===== src/rtl/spi_reg_pkg.sv =====
// spi_reg_pkg
//   Shared definitions for the SPI register slave: FSM state encoding,
//   the RW command-bit polarity and the bit-counter width helper.
//   No ports (package).

package spi_reg_pkg;

    typedef enum logic [1:0] {
        ST_IDLE = 2'd0,   // CS high, waiting for a frame
        ST_CMD  = 2'd1,   // shifting in RW + address
        ST_DATA = 2'd2,   // shifting data words
        ST_HOLD = 2'd3    // single word done, SCK ignored until CS rises
    } state_t;

    // Value of the first frame bit that marks a write frame.
    localparam logic RW_WRITE = 1'b1;

    // Counter must hold the longest phase length (command or data word).
    function automatic int cnt_width(input int addr_w, input int data_w);
        int longest;
        longest = ((1 + addr_w) > data_w) ? (1 + addr_w) : data_w;
        return $clog2(longest + 1);
    endfunction

endpackage


===== src/rtl/spi_sync_edge.sv =====
// spi_sync_edge
//   Two-flop synchroniser for one asynchronous SPI line plus single-cycle
//   rise/fall pulses derived from the synchronised value.
// Ports
//   sys_clk    in   system clock
//   sys_rst_n  in   asynchronous active-low reset (flops load RST_LEVEL)
//   async_i    in   asynchronous input line
//   rise_o     out  1-cycle pulse on a synchronised 0->1 transition
//   fall_o     out  1-cycle pulse on a synchronised 1->0 transition

module spi_sync_edge #(
    parameter logic RST_LEVEL = 1'b0
) (
    input  logic sys_clk,
    input  logic sys_rst_n,
    input  logic async_i,
    output logic rise_o,
    output logic fall_o
);

    logic meta_q;
    logic sync_q;
    logic prev_q;

    // Resetting to the line's idle level avoids a false edge after reset.
    always_ff @(posedge sys_clk or negedge sys_rst_n) begin
        if (!sys_rst_n) begin
            meta_q <= RST_LEVEL;
            sync_q <= RST_LEVEL;
            prev_q <= RST_LEVEL;
        end else begin
            meta_q <= async_i;
            sync_q <= meta_q;
            prev_q <= sync_q;
        end
    end

    assign rise_o = sync_q & ~prev_q;
    assign fall_o = ~sync_q & prev_q;

endmodule


===== src/rtl/spi_reg_slave.sv =====
// spi_reg_slave
//   SPI register slave oversampled by sys_clk. Frame (MSB first):
//   RW (1 = write), ADDR[ADDR_W-1:0], then DATA_W bits per data word.
//   With BURST_EN the address auto-increments (wrapping NUM_REGS-1 -> 0)
//   for every further word while CS stays low.
// Ports
//   sys_clk, sys_rst_n  system clock, asynchronous active-low reset
//   spi_sck/cs_n/mosi   SPI inputs, asynchronous to sys_clk
//   spi_miso            read data, 0 whenever not shifting a read word
//   spi_miso_oe         MISO drive enable, high in the data phase
//   regs_o              packed register contents, reg i at [i*DATA_W +: DATA_W]
//   ro_i                status values returned for RO_MASK registers
//   wr_stb_o            per-register 1-cycle write strobe
//   frame_err_o         1-cycle pulse when CS rises in the middle of a word
//   dbg_state_o         current FSM state
// Output pulses: wr_stb_o[i] is high for exactly one sys_clk, the same cycle
// regs_o slice i first shows the new word; frame_err_o is high for exactly
// one sys_clk after an aborted word. There is no back-pressure.

module spi_reg_slave
    import spi_reg_pkg::*;
#(
    parameter int                         ADDR_W   = 6,
    parameter int                         DATA_W   = 16,
    parameter int                         NUM_REGS = 32,
    parameter bit                         CPOL     = 1'b0,
    parameter bit                         CPHA     = 1'b0,
    parameter bit                         BURST_EN = 1'b1,
    parameter logic [NUM_REGS*DATA_W-1:0] RST_VAL  = '0,
    parameter logic [NUM_REGS-1:0]        RO_MASK  = '0
) (
    input  logic                         sys_clk,
    input  logic                         sys_rst_n,
    input  logic                         spi_sck,
    input  logic                         spi_cs_n,
    input  logic                         spi_mosi,
    output logic                         spi_miso,
    output logic                         spi_miso_oe,
    output logic [NUM_REGS*DATA_W-1:0]   regs_o,
    input  logic [NUM_REGS*DATA_W-1:0]   ro_i,
    output logic [NUM_REGS-1:0]          wr_stb_o,
    output logic                         frame_err_o,
    output state_t                       dbg_state_o
);

    localparam int CNT_W = cnt_width(ADDR_W, DATA_W);
    // Input history: enough for the address bits and DATA_W-1 data bits.
    localparam int SH_W  = (ADDR_W > DATA_W - 1) ? ADDR_W : DATA_W - 1;
    localparam logic [CNT_W-1:0]  CMD_LAST  = CNT_W'(ADDR_W);
    localparam logic [CNT_W-1:0]  DATA_LAST = CNT_W'(DATA_W - 1);
    localparam logic [ADDR_W-1:0] LAST_ADDR = ADDR_W'(NUM_REGS - 1);
    localparam logic [ADDR_W:0]   NUM_EXT   = (ADDR_W + 1)'(NUM_REGS);

    state_t              state_q, state_d;
    logic                sck_rise, sck_fall, cs_rise, cs_fall;
    logic                lead_edge, trail_edge, samp_edge, shift_edge;
    logic                mosi_meta, mosi_s;
    logic [CNT_W-1:0]    cnt_q, cnt_nxt;
    logic [SH_W-1:0]     sh_q;
    logic                rw_q;
    logic [ADDR_W-1:0]   addr_q, addr_inc, rd_addr, cmd_addr;
    logic [ADDR_W:0]     cmd_word;
    logic                cmd_rw;
    logic [DATA_W-1:0]   tx_q, rd_word, wr_word;
    logic                miso_q;
    logic                samp, cmd_done, word_done;
    logic                addr_ok, ro_hit, wr_en;
    logic [NUM_REGS-1:0] wr_stb_d;

    spi_sync_edge #(.RST_LEVEL(CPOL)) u_sck_sync (
        .sys_clk  (sys_clk),
        .sys_rst_n(sys_rst_n),
        .async_i  (spi_sck),
        .rise_o   (sck_rise),
        .fall_o   (sck_fall)
    );

    spi_sync_edge #(.RST_LEVEL(1'b1)) u_cs_sync (
        .sys_clk  (sys_clk),
        .sys_rst_n(sys_rst_n),
        .async_i  (spi_cs_n),
        .rise_o   (cs_rise),
        .fall_o   (cs_fall)
    );

    always_ff @(posedge sys_clk or negedge sys_rst_n) begin
        if (!sys_rst_n) begin
            mosi_meta <= 1'b0;
            mosi_s    <= 1'b0;
        end else begin
            mosi_meta <= spi_mosi;
            mosi_s    <= mosi_meta;
        end
    end

    // Leading edge leaves the idle level; CPHA picks which edge samples.
    assign lead_edge  = CPOL ? sck_fall : sck_rise;
    assign trail_edge = CPOL ? sck_rise : sck_fall;
    assign samp_edge  = CPHA ? trail_edge : lead_edge;
    assign shift_edge = CPHA ? lead_edge  : trail_edge;

    // Sample/counter decode. Samples outside CMD/DATA (CS high, HOLD) are dropped.
    always_comb begin
        samp      = samp_edge && (state_q == ST_CMD || state_q == ST_DATA);
        cmd_done  = samp && (state_q == ST_CMD)  && (cnt_q == CMD_LAST);
        word_done = samp && (state_q == ST_DATA) && (cnt_q == DATA_LAST);
        cnt_nxt   = cnt_q;
        if (cmd_done || word_done) begin
            cnt_nxt = '0;
        end else if (samp) begin
            cnt_nxt = cnt_q + 1'b1;
        end
    end

    assign cmd_word = {sh_q[ADDR_W-1:0], mosi_s};
    assign cmd_rw   = cmd_word[ADDR_W];
    assign cmd_addr = cmd_word[ADDR_W-1:0];
    assign wr_word  = {sh_q[DATA_W-2:0], mosi_s};
    assign addr_inc = (addr_q == LAST_ADDR) ? '0 : addr_q + 1'b1;
    assign addr_ok  = ({1'b0, addr_q} < NUM_EXT);
    // Word to preload for MISO: the commanded address, or the next burst address.
    assign rd_addr  = cmd_done ? cmd_addr : addr_inc;

    always_comb begin
        ro_hit = 1'b0;
        for (int i = 0; i < NUM_REGS; i++) begin
            if (addr_q == ADDR_W'(i)) begin
                ro_hit = RO_MASK[i];
            end
        end
        wr_en = word_done && (rw_q == RW_WRITE) && addr_ok && !ro_hit;
        wr_stb_d = '0;
        for (int i = 0; i < NUM_REGS; i++) begin
            wr_stb_d[i] = wr_en && (addr_q == ADDR_W'(i));
        end
    end

    // Out-of-range addresses read as zero.
    always_comb begin
        rd_word = '0;
        for (int i = 0; i < NUM_REGS; i++) begin
            if (rd_addr == ADDR_W'(i)) begin
                rd_word = RO_MASK[i] ? ro_i[i*DATA_W +: DATA_W] : regs_o[i*DATA_W +: DATA_W];
            end
        end
    end

    // Register bank; RO entries never see a strobe and keep their reset value.
    for (genvar g = 0; g < NUM_REGS; g++) begin : g_reg
        logic [DATA_W-1:0] reg_q;
        always_ff @(posedge sys_clk or negedge sys_rst_n) begin
            if (!sys_rst_n) begin
                reg_q <= RST_VAL[g*DATA_W +: DATA_W];
            end else if (wr_stb_d[g]) begin
                reg_q <= wr_word;
            end
        end
        assign regs_o[g*DATA_W +: DATA_W] = reg_q;
    end

    // FSM: state register
    always_ff @(posedge sys_clk or negedge sys_rst_n) begin
        if (!sys_rst_n) begin
            state_q <= ST_IDLE;
        end else begin
            state_q <= state_d;
        end
    end

    // FSM: next state. CS rise wins over everything but the sample in the
    // same cycle has already been accounted for by the datapath.
    always_comb begin
        state_d = state_q;
        case (state_q)
            ST_IDLE: if (cs_fall)   state_d = ST_CMD;
            ST_CMD:  if (cmd_done)  state_d = ST_DATA;
            ST_DATA: if (word_done && !BURST_EN) state_d = ST_HOLD;
            default: state_d = state_q;
        endcase
        if (cs_rise) begin
            state_d = ST_IDLE;
        end
    end

    // FSM: outputs
    always_comb begin
        spi_miso_oe = (state_q == ST_DATA);
        spi_miso    = (state_q == ST_DATA && rw_q != RW_WRITE) ? miso_q : 1'b0;
        dbg_state_o = state_q;
    end

    // Datapath
    always_ff @(posedge sys_clk or negedge sys_rst_n) begin
        if (!sys_rst_n) begin
            cnt_q       <= '0;
            sh_q        <= '0;
            rw_q        <= 1'b0;
            addr_q      <= '0;
            tx_q        <= '0;
            miso_q      <= 1'b0;
            wr_stb_o    <= '0;
            frame_err_o <= 1'b0;
        end else begin
            cnt_q <= cs_rise ? '0 : cnt_nxt;
            if (samp) begin
                sh_q <= {sh_q[SH_W-2:0], mosi_s};
            end
            // Shift and sample edges never coincide, so the preload below
            // cannot collide with a shift.
            if (state_q == ST_DATA && shift_edge) begin
                miso_q <= tx_q[DATA_W-1];
                tx_q   <= {tx_q[DATA_W-2:0], 1'b0};
            end else if (state_q == ST_IDLE) begin
                miso_q <= 1'b0;
            end
            if (cmd_done) begin
                rw_q   <= cmd_rw;
                addr_q <= cmd_addr;
                tx_q   <= rd_word;
            end else if (word_done && BURST_EN) begin
                addr_q <= addr_inc;
                tx_q   <= rd_word;
            end
            wr_stb_o    <= wr_stb_d;
            frame_err_o <= cs_rise && (state_q == ST_CMD || state_q == ST_DATA)
                           && (cnt_nxt != '0);
        end
    end

endmodule


===== config.mk =====
export PLATFORM = sky130hd
export DESIGN_NAME = spi_reg_slave
export DESIGN_NICKNAME = d
export VERILOG_FILES = /design/src/rtl/spi_reg_pkg.sv /design/src/rtl/spi_sync_edge.sv /design/src/rtl/spi_reg_slave.sv
export SDC_FILE = /design/constraint.sdc
export NUM_CORES = 1
export LEC_CHECK = 0
export BUFFER_PORTS_ARGS = -buffer_cell sky130_fd_sc_hd__buf_2
export CAP_MARGIN = 20
export CORE_AREA = 2 2 419 421
export CTS_BUF_LIST = sky130_fd_sc_hd__clkbuf_16
export DETAILED_ROUTE_END_ITERATION = 10
export DIE_AREA = 0 0 421 423
export PLACE_DENSITY = 0.33
export SLEW_MARGIN = 10
export SYNTH_ARGS = -nofsm -noshare
export SYNTH_HDL_FRONTEND = slang
export SYNTH_SLANG_ARGS = --single-unit
export TNS_END_PERCENT = 20

===== constraint.sdc =====
create_clock -name sys_clk -period 2.95 [get_ports sys_clk]
set_input_delay 0.1475 -clock sys_clk [delete_from_list [all_inputs] [get_ports sys_clk]]
set_output_delay 0.1475 -clock sys_clk [all_outputs]
set_load 0.01 [all_outputs]

After elaboration in Yosys (flattened, before gate mapping)
Index checks and enable logic that the tools add are counted.
{ "word_totals": {"register_bits": 599, "in_bits": 517, "out_inout_bits": 549, "wordCells": 232} }
{ "op_classes": {"n_addsub": 2, "n_lt_le_gt_ge": 1, "n_eq_ne": 68, "n_mux": 49, "bitwise": 9, "reduce_logical": 54} }
{ "op_table": {"columns": ["operator", "count"], "rows": [
  ["$mux W16", 35],
  ["$eq A6 B5 Y1 const B", 32],
  ["$eq A6 B4 Y1 const B", 16],
  ["$eq A6 B3 Y1 const B", 8],
  ["$logic_and A1 B1 Y1", 43],
  ["$eq A6 B2 Y1 const B", 4],
  ["$mux W6", 4],
  ["$mux W5", 3],
  ["$eq A6 B1 Y1 const B", 2],
  ["$logic_not A6 Y1", 2],
  ["$add A6 B1 Y6 const B", 1],
  ["$lt A6 B6 Y1 const B", 1],
  ["$mux W2", 3],
  ["$ne A3 B3 Y1 const B", 2],
  ["$reduce_bool A3 Y1", 2],
  ["$add A5 B1 Y5 const B", 1],
  ["$eq A5 B3 Y1 const B", 1],
  ["$eq A5 B4 Y1 const B", 1],
  ["$not A1 Y1", 5],
  ["$reduce_bool A5 Y1", 1],
  ["$and A1 B1 Y1", 4],
  ["$pmux W2 S2", 1],
  ["$reduce_bool A2 Y1", 2],
  ["$mux W1", 3],
  ["other kinds (5)", 6]
]} }

Logic depth before layout (Yosys ltp)
{ "depth": {"ltp_word": 41, "mapped_depth": 16, "mapped_depth_nobuf": 11} }

Hierarchy
Synthesis repeated with hierarchy kept, for this count alone.
{ "hier_totals": {"cells_unflattened": 2329, "hier_area_um2": 27037.2} }
{ "by_module_without_submodules": {"columns": ["module", "n_inst", "cells_per_inst", "area_each_um2"], "rows": [
  ["spi_reg_slave", 1, 2319, 26853.3],
  ["spi_sync_edge at u_cs_sync", 1, 5, 93.8],
  ["spi_sync_edge at u_sck_sync", 1, 5, 90.1]
]} }

Least setup slack after synthesis
No wires, ideal clock.
{ "synth_timing": {"kind": "reg2reg", "startpoint": "register state_q[0] (netlist: dbg_state_o[0])", "endpoint": "register g_reg[16].reg_q[10]", "setup_ns": 0.125, "arrival_time_ns": 2.866, "slack_ns": -0.040, "path_stages_with_launch": 13, "synth_period_minus_slack_ns": 2.990, "path_cell_list": "dfrtp_1 > inv_1 > ha_1 > and3b_1 > clkbuf_1 > and3_1 > nand2_1 > nor3b_1 > and2_0 > clkbuf_1 > nand2_1 > clkbuf_1 > mux2_2"} }
{ "synth_between": {"elab_chain_cells": 8, "elab_cells_between_ends": 9, "cone_classes": "eq/ne: 2; reduce/logical: 7"} }
{ "synth_rtl": {"columns": ["item", "line", "source"], "rows": [
  ["start, declared", "spi_reg_slave.sv:54", "state_t state_q, state_d;"],
  ["start signal, assigned", "spi_reg_slave.sv:166", "state_q <= state_d;"],
  ["$eq A2 B1 Y1 / $eq A2 B2 Y1 (equally long branches)", "spi_reg_slave.sv:104, spi_reg_slave.sv:106", null],
  ["$logic_or A1 B1 Y1", "spi_reg_slave.sv:104", "samp = samp_edge && (state_q == ST_CMD || state_q == ST_DATA);"],
  ["$logic_and A1 B1 Y1", "spi_reg_slave.sv:104", null],
  ["$logic_and A1 B1 Y1 * (2 in a row)", "spi_reg_slave.sv:106", "word_done = samp && (state_q == ST_DATA) && (cnt_q == DATA_LAST);"],
  ["$logic_and A1 B1 Y1 * (2 in a row)", "spi_reg_slave.sv:131", "wr_en = word_done && (rw_q == RW_WRITE) && addr_ok && !ro_hit;"],
  ["$logic_and A1 B1 Y1 *", "spi_reg_slave.sv:134", "wr_stb_d[i] = wr_en && (addr_q == ADDR_W'(i));"],
  ["end signal, assigned", "spi_reg_slave.sv:153", "reg_q <= RST_VAL[g*DATA_W +: DATA_W];"],
  ["end signal, assigned", "spi_reg_slave.sv:155", "reg_q <= wr_word;"],
  ["end, declared", "spi_reg_slave.sv:150", "logic [DATA_W-1:0] reg_q;"]
]} }
Mark *: on every way between the ends. The rest lies on a longest branch, timed or not.
A chain may end at the register's enable or synchronous reset.

Worst setup path in the final report
{ "layout_timing": {"startpoint": "register addr_q[1]", "endpoint": "register tx_q[8]"} }
{ "layout_between": {"elab_chain_cells": 38, "elab_cells_between_ends": 70, "cone_classes": "add/sub: 1; eq/ne: 32; mux: 36; reduce/logical: 1"} }
{ "layout_rtl": {"columns": ["item", "line", "source"], "rows": [
  ["start, declared", "spi_reg_slave.sv:61", "logic [ADDR_W-1:0] addr_q, addr_inc, rd_addr, cmd_addr;"],
  ["start signal, assigned", "spi_reg_slave.sv:218", "addr_q <= cmd_addr;"],
  ["start signal, assigned", "spi_reg_slave.sv:221", "addr_q <= addr_inc;"],
  ["$add A6 B1 Y6 / $eq A6 B5 Y1 (equally long branches)", "spi_reg_slave.sv:119", "assign addr_inc = (addr_q == LAST_ADDR) ? '0 : addr_q + 1'b1;"],
  ["$mux W6 *", "spi_reg_slave.sv:119", null],
  ["$mux W6 *", "spi_reg_slave.sv:122", "assign rd_addr = cmd_done ? cmd_addr : addr_inc;"],
  ["$logic_not A6 Y1", "spi_reg_slave.sv:142", "if (rd_addr == ADDR_W'(i)) begin"],
  ["$mux W16 (31 in a row)", "spi_reg_slave.sv:142", null],
  ["$mux W16 *", "spi_reg_slave.sv:142", null],
  ["$mux W16", "spi_reg_slave.sv:220", "end else if (word_done && BURST_EN) begin"],
  ["$mux W16 *", "spi_reg_slave.sv:216", "if (cmd_done) begin"],
  ["end signal, assigned", "spi_reg_slave.sv:212", "tx_q <= {tx_q[DATA_W-2:0], 1'b0};"],
  ["end signal, assigned", "spi_reg_slave.sv:219", "tx_q <= rd_word;"],
  ["end signal, assigned", "spi_reg_slave.sv:222", "tx_q <= rd_word;"],
  ["end, declared", "spi_reg_slave.sv:64", "logic [DATA_W-1:0] tx_q, rd_word, wr_word;"]
]} }
Marks and branches as above.

==> run metrics <==
final slew viol count=0; drt total wl=between 200000 and 250000 microns; Syn. warnings=0; clock power share=0.461; share of cells above drive strength 1=0.5393; Tot GR Track Use=0.2204; WL met2=101100 microns; CP most frequent cell=buf_4; Synth top area share=0.5330; antenna violations before repair=10; cell internal pwr=14.23 mW; HPWL after DPL=158600 microns; Critical Path Slowest Stage Cell=or4_4; Layout Nets=4121; cells after synthesis=~2500; Seq/Total Area, Yosys=0.5359; drt first-iter violations=around 2100; ys flop type=dfrtp_1; switching part of the total=0.2978; Synth cell types=90; Post-Syn Area=27980 sq um; Critical Path End Type=register; total die area=178100 sq um; leading area contributor after synthesis=dfrtp_1; CP Launch Type=register; total power=20.27 mW; metal3 WL=11950 microns; Post-synth EDFFs=0; skew final=0.03593 ns; flop2flop setup slack=-0.41 ns; total gr overflow=0; boundary pin count=1066; Synth area leaders=dfrtp_1 (53%), mux2_2 (18%), nand2_1 (5.6%), clkbuf_1 (1.8%), a21oi_1 (1.4%); maxcap violations=0; status=finished with violations; clk root buf=clkbuf_16; routed len/inst=34.03 microns; Worst-path clk slew=0.07 ns; Min-Delay Path Class=input port to register; area post-placement=38360 sq um; minimum clock period=3.355 ns; Seq pwr share=0.432; syn_nets=3034; metal1 wirelength=80230 microns; Yosys reg bits=between 500 and 600; setup ws final=-0.4054 ns; Pwr per Cell Area=473.5 nW/um^2; RSZ-0062 raised after global routing=true; Post-Place Cells=5779; Vias=26863; Die Wd=about 420 microns; Cell Chain, Critical Path=ha_4 > or4_4 > and3_4 > buf_6 > o22ai_4 > buf_4 > nor2_1 > buf_4 > a222oi_1 > nor3b_2 > o311ai_4 > o211a_1; Rel. slew slack=0.3325; non-filler instance count after layout=5983; CTS tree=done; Setup CP Type=register to register; synth-to-layout area growth=52.96%; leakage=22.07 nW; vias in the first global route=27386; achievable clock frequency=0.2980 GHz; htree depth=3; Crit path max-delay family=simple AND/OR/NAND/NOR gates; design area=42800 sq um; Buffers on Ports=553; Highest Signal Layer=met5; crit share post-route=1.137; Logic pwr share=0.108; drc violations=0; syn avg cell area=approximately 11 sq um; largest net degree at the start of global routing=99; first-pass GRT wire length=266200 microns; Pre-Repair DR Iteration Count=5; Worst-Margin Slew=about 1 ns; initial core utilization=0.1615; final hold slack=0.1412 ns; core area=about 170000 sq um; total CTS buffers=74; CP Max Fanout=7; Max clock buf depth=3; Reg2Reg Depth=12; FFs w/ async S/R, synth=1.000; most frequent cells in the layout=dfrtp_1 (588), buf_2 (553), buf_4 (497); switching power=6.035 mW; Worst EP arrival=3.95 ns; Hold Fails Final Rpt=0; latest clock arrival within the worst-skew pair=0.71 ns; Worst path depth=12; Worst EP required=about 3.5 ns; CP Buf/Inv Count=3; Die Y=423 microns; DR vias/cell=around 4.5; row count=153; hold-critical path depth=2; most common cell after layout, fill and taps aside=dfrtp_1; remaining antenna violation count after routing=0; failing checks=negative setup slack; max incr delay on CP=0.58 ns; # clock sinks=599; placer congestion estimate=between 0.9 and 1; VDD IR-drop max=approximately 0.32 mV; final-report setup violation count=16
## power by group through the flow
| stage | Combinational [mW] | Sequential (mW) | Clock (mW) |
|---|---|---|---|
| 2_1_floorplan | 0.863 | 8.55 | 0 |
| 3_3_place_gp | 2.07 | 8.89 | 0 |
| 3_5_place_dp | 2.07 | 8.88 | 0 |
| 4_1_cts | 2.15 | 8.74 | 9.54 |
| 5_1_grt | 2.31 | 8.76 | 9.81 |
| 6_report | 2.18 | 8.75 | 9.33 |
## path summary, 6_finish.rpt
check	start	to
max	addr_q[1]	tx_q[8]
min	spi_mosi	mosi_meta
max reg2reg	addr_q[1]	tx_q[8]
min reg2reg	mosi_meta	mosi_s
max in group asynchronous	sys_rst_n	g_reg[0].reg_q[6]
min in group asynchronous	sys_rst_n	g_reg[28].reg_q[5]
## stage by stage
step	worst slack, ns	TNS [ns]	utilization
5_1_grt	-0.4907	-6.803	0.2470
4_1_cts	-0.3834	-5.396	0.2424
2_1_floorplan	-0.02088	-0.02483	-
3_5_place_dp	-1.251	-13.40	0.2214
6_report	-0.4054	-5.507	0.2470
3_3_place_gp	-1.296	-13.44	0.2214
## flip-flops by register name, indices dropped and copies added (netlist names), 2 cells and up
name and flops:
g.reg_q 512, wr_stb_o 32, tx_q 16, sh_q 15, addr_q 6, cnt_q 5
dbg_state_o 2
## repair_timing
item                                    4_1_cts  5_1_grt
gates resized for setup                     203      131
pin swaps                                    68       63
gates cloned                                  0        4
setup buffers                                36       26
endpoints found under the setup margin       16      412
endpoints found under the hold margin       305        0
hold buffers                                  5        0
## final cells by class
class | instances | area (sq um)
flip-flops and latches | 599 | 15000
clock buffers | 75 | 1877
well taps | 2325 | 2909
multi-input cells | 1683 | 13460
fillers | 18709 | 130500
repair buffers | 1188 | 8866
inverters | 47 | 176.4
diodes | 5 | 12.51
clock inverters | 61 | 493.0
## metal layers
layer	track usage	vias to the layer above
li1	-	11306
met1	0.2589	14311
met2	0.3845	936
met3	0.04709	306
met4	0.09694	4
met5	0	-
## worst reg2reg max path: stages, from the launching register on
cell and delay, ns:
dfrtp_2 0.45, ha_4 0.20, or4_4 0.58, and3_4 0.26
buf_6 0.14, o22ai_4 0.18, buf_4 0.22, nor2_1 0.08
buf_4 0.18, a222oi_1 0.37, nor3b_2 0.30, o311ai_4 0.13
o211a_1 0.15
## synthesized netlist by cell type, types with 20 or more instances
| cell type | number |
|---|---|
| a21oi_1 | 79 |
| buf_2 | 28 |
| clkbuf_1 | 134 |
| dfrtp_1 | 596 |
| inv_1 | 43 |
| nor2_1 | 79 |
| nand3_1 | 52 |
| a221oi_1 | 20 |
| nor3_1 | 46 |
| mux2_2 | 440 |
| o22ai_1 | 41 |
| and3_1 | 22 |
| nand2_1 | 419 |
| mux2i_1 | 25 |
| o21ai_0 | 70 |
| a22oi_1 | 40 |
## cells by family (layout without fill, tap and decap cells)
| logic type | Yosys count | in the layout | share of synthesized area |
|---|---|---|---|
| buffers and inverters | 224 | 1371 | 0.03224 |
| adders and majority gates | 11 | 11 | 0.004919 |
| other | 0 | 5 | 0 |
| DFF | 599 | 599 | 0.5359 |
| xor gates and xnor gates | 7 | 7 | 0.002191 |
| muxes | 465 | 465 | 0.1860 |
| and+or+nand+nor | 735 | 735 | 0.1198 |
| AOI/OAI and AO/OA | 465 | 465 | 0.1190 |
Note: power is estimated with default switching activity, not from simulation.
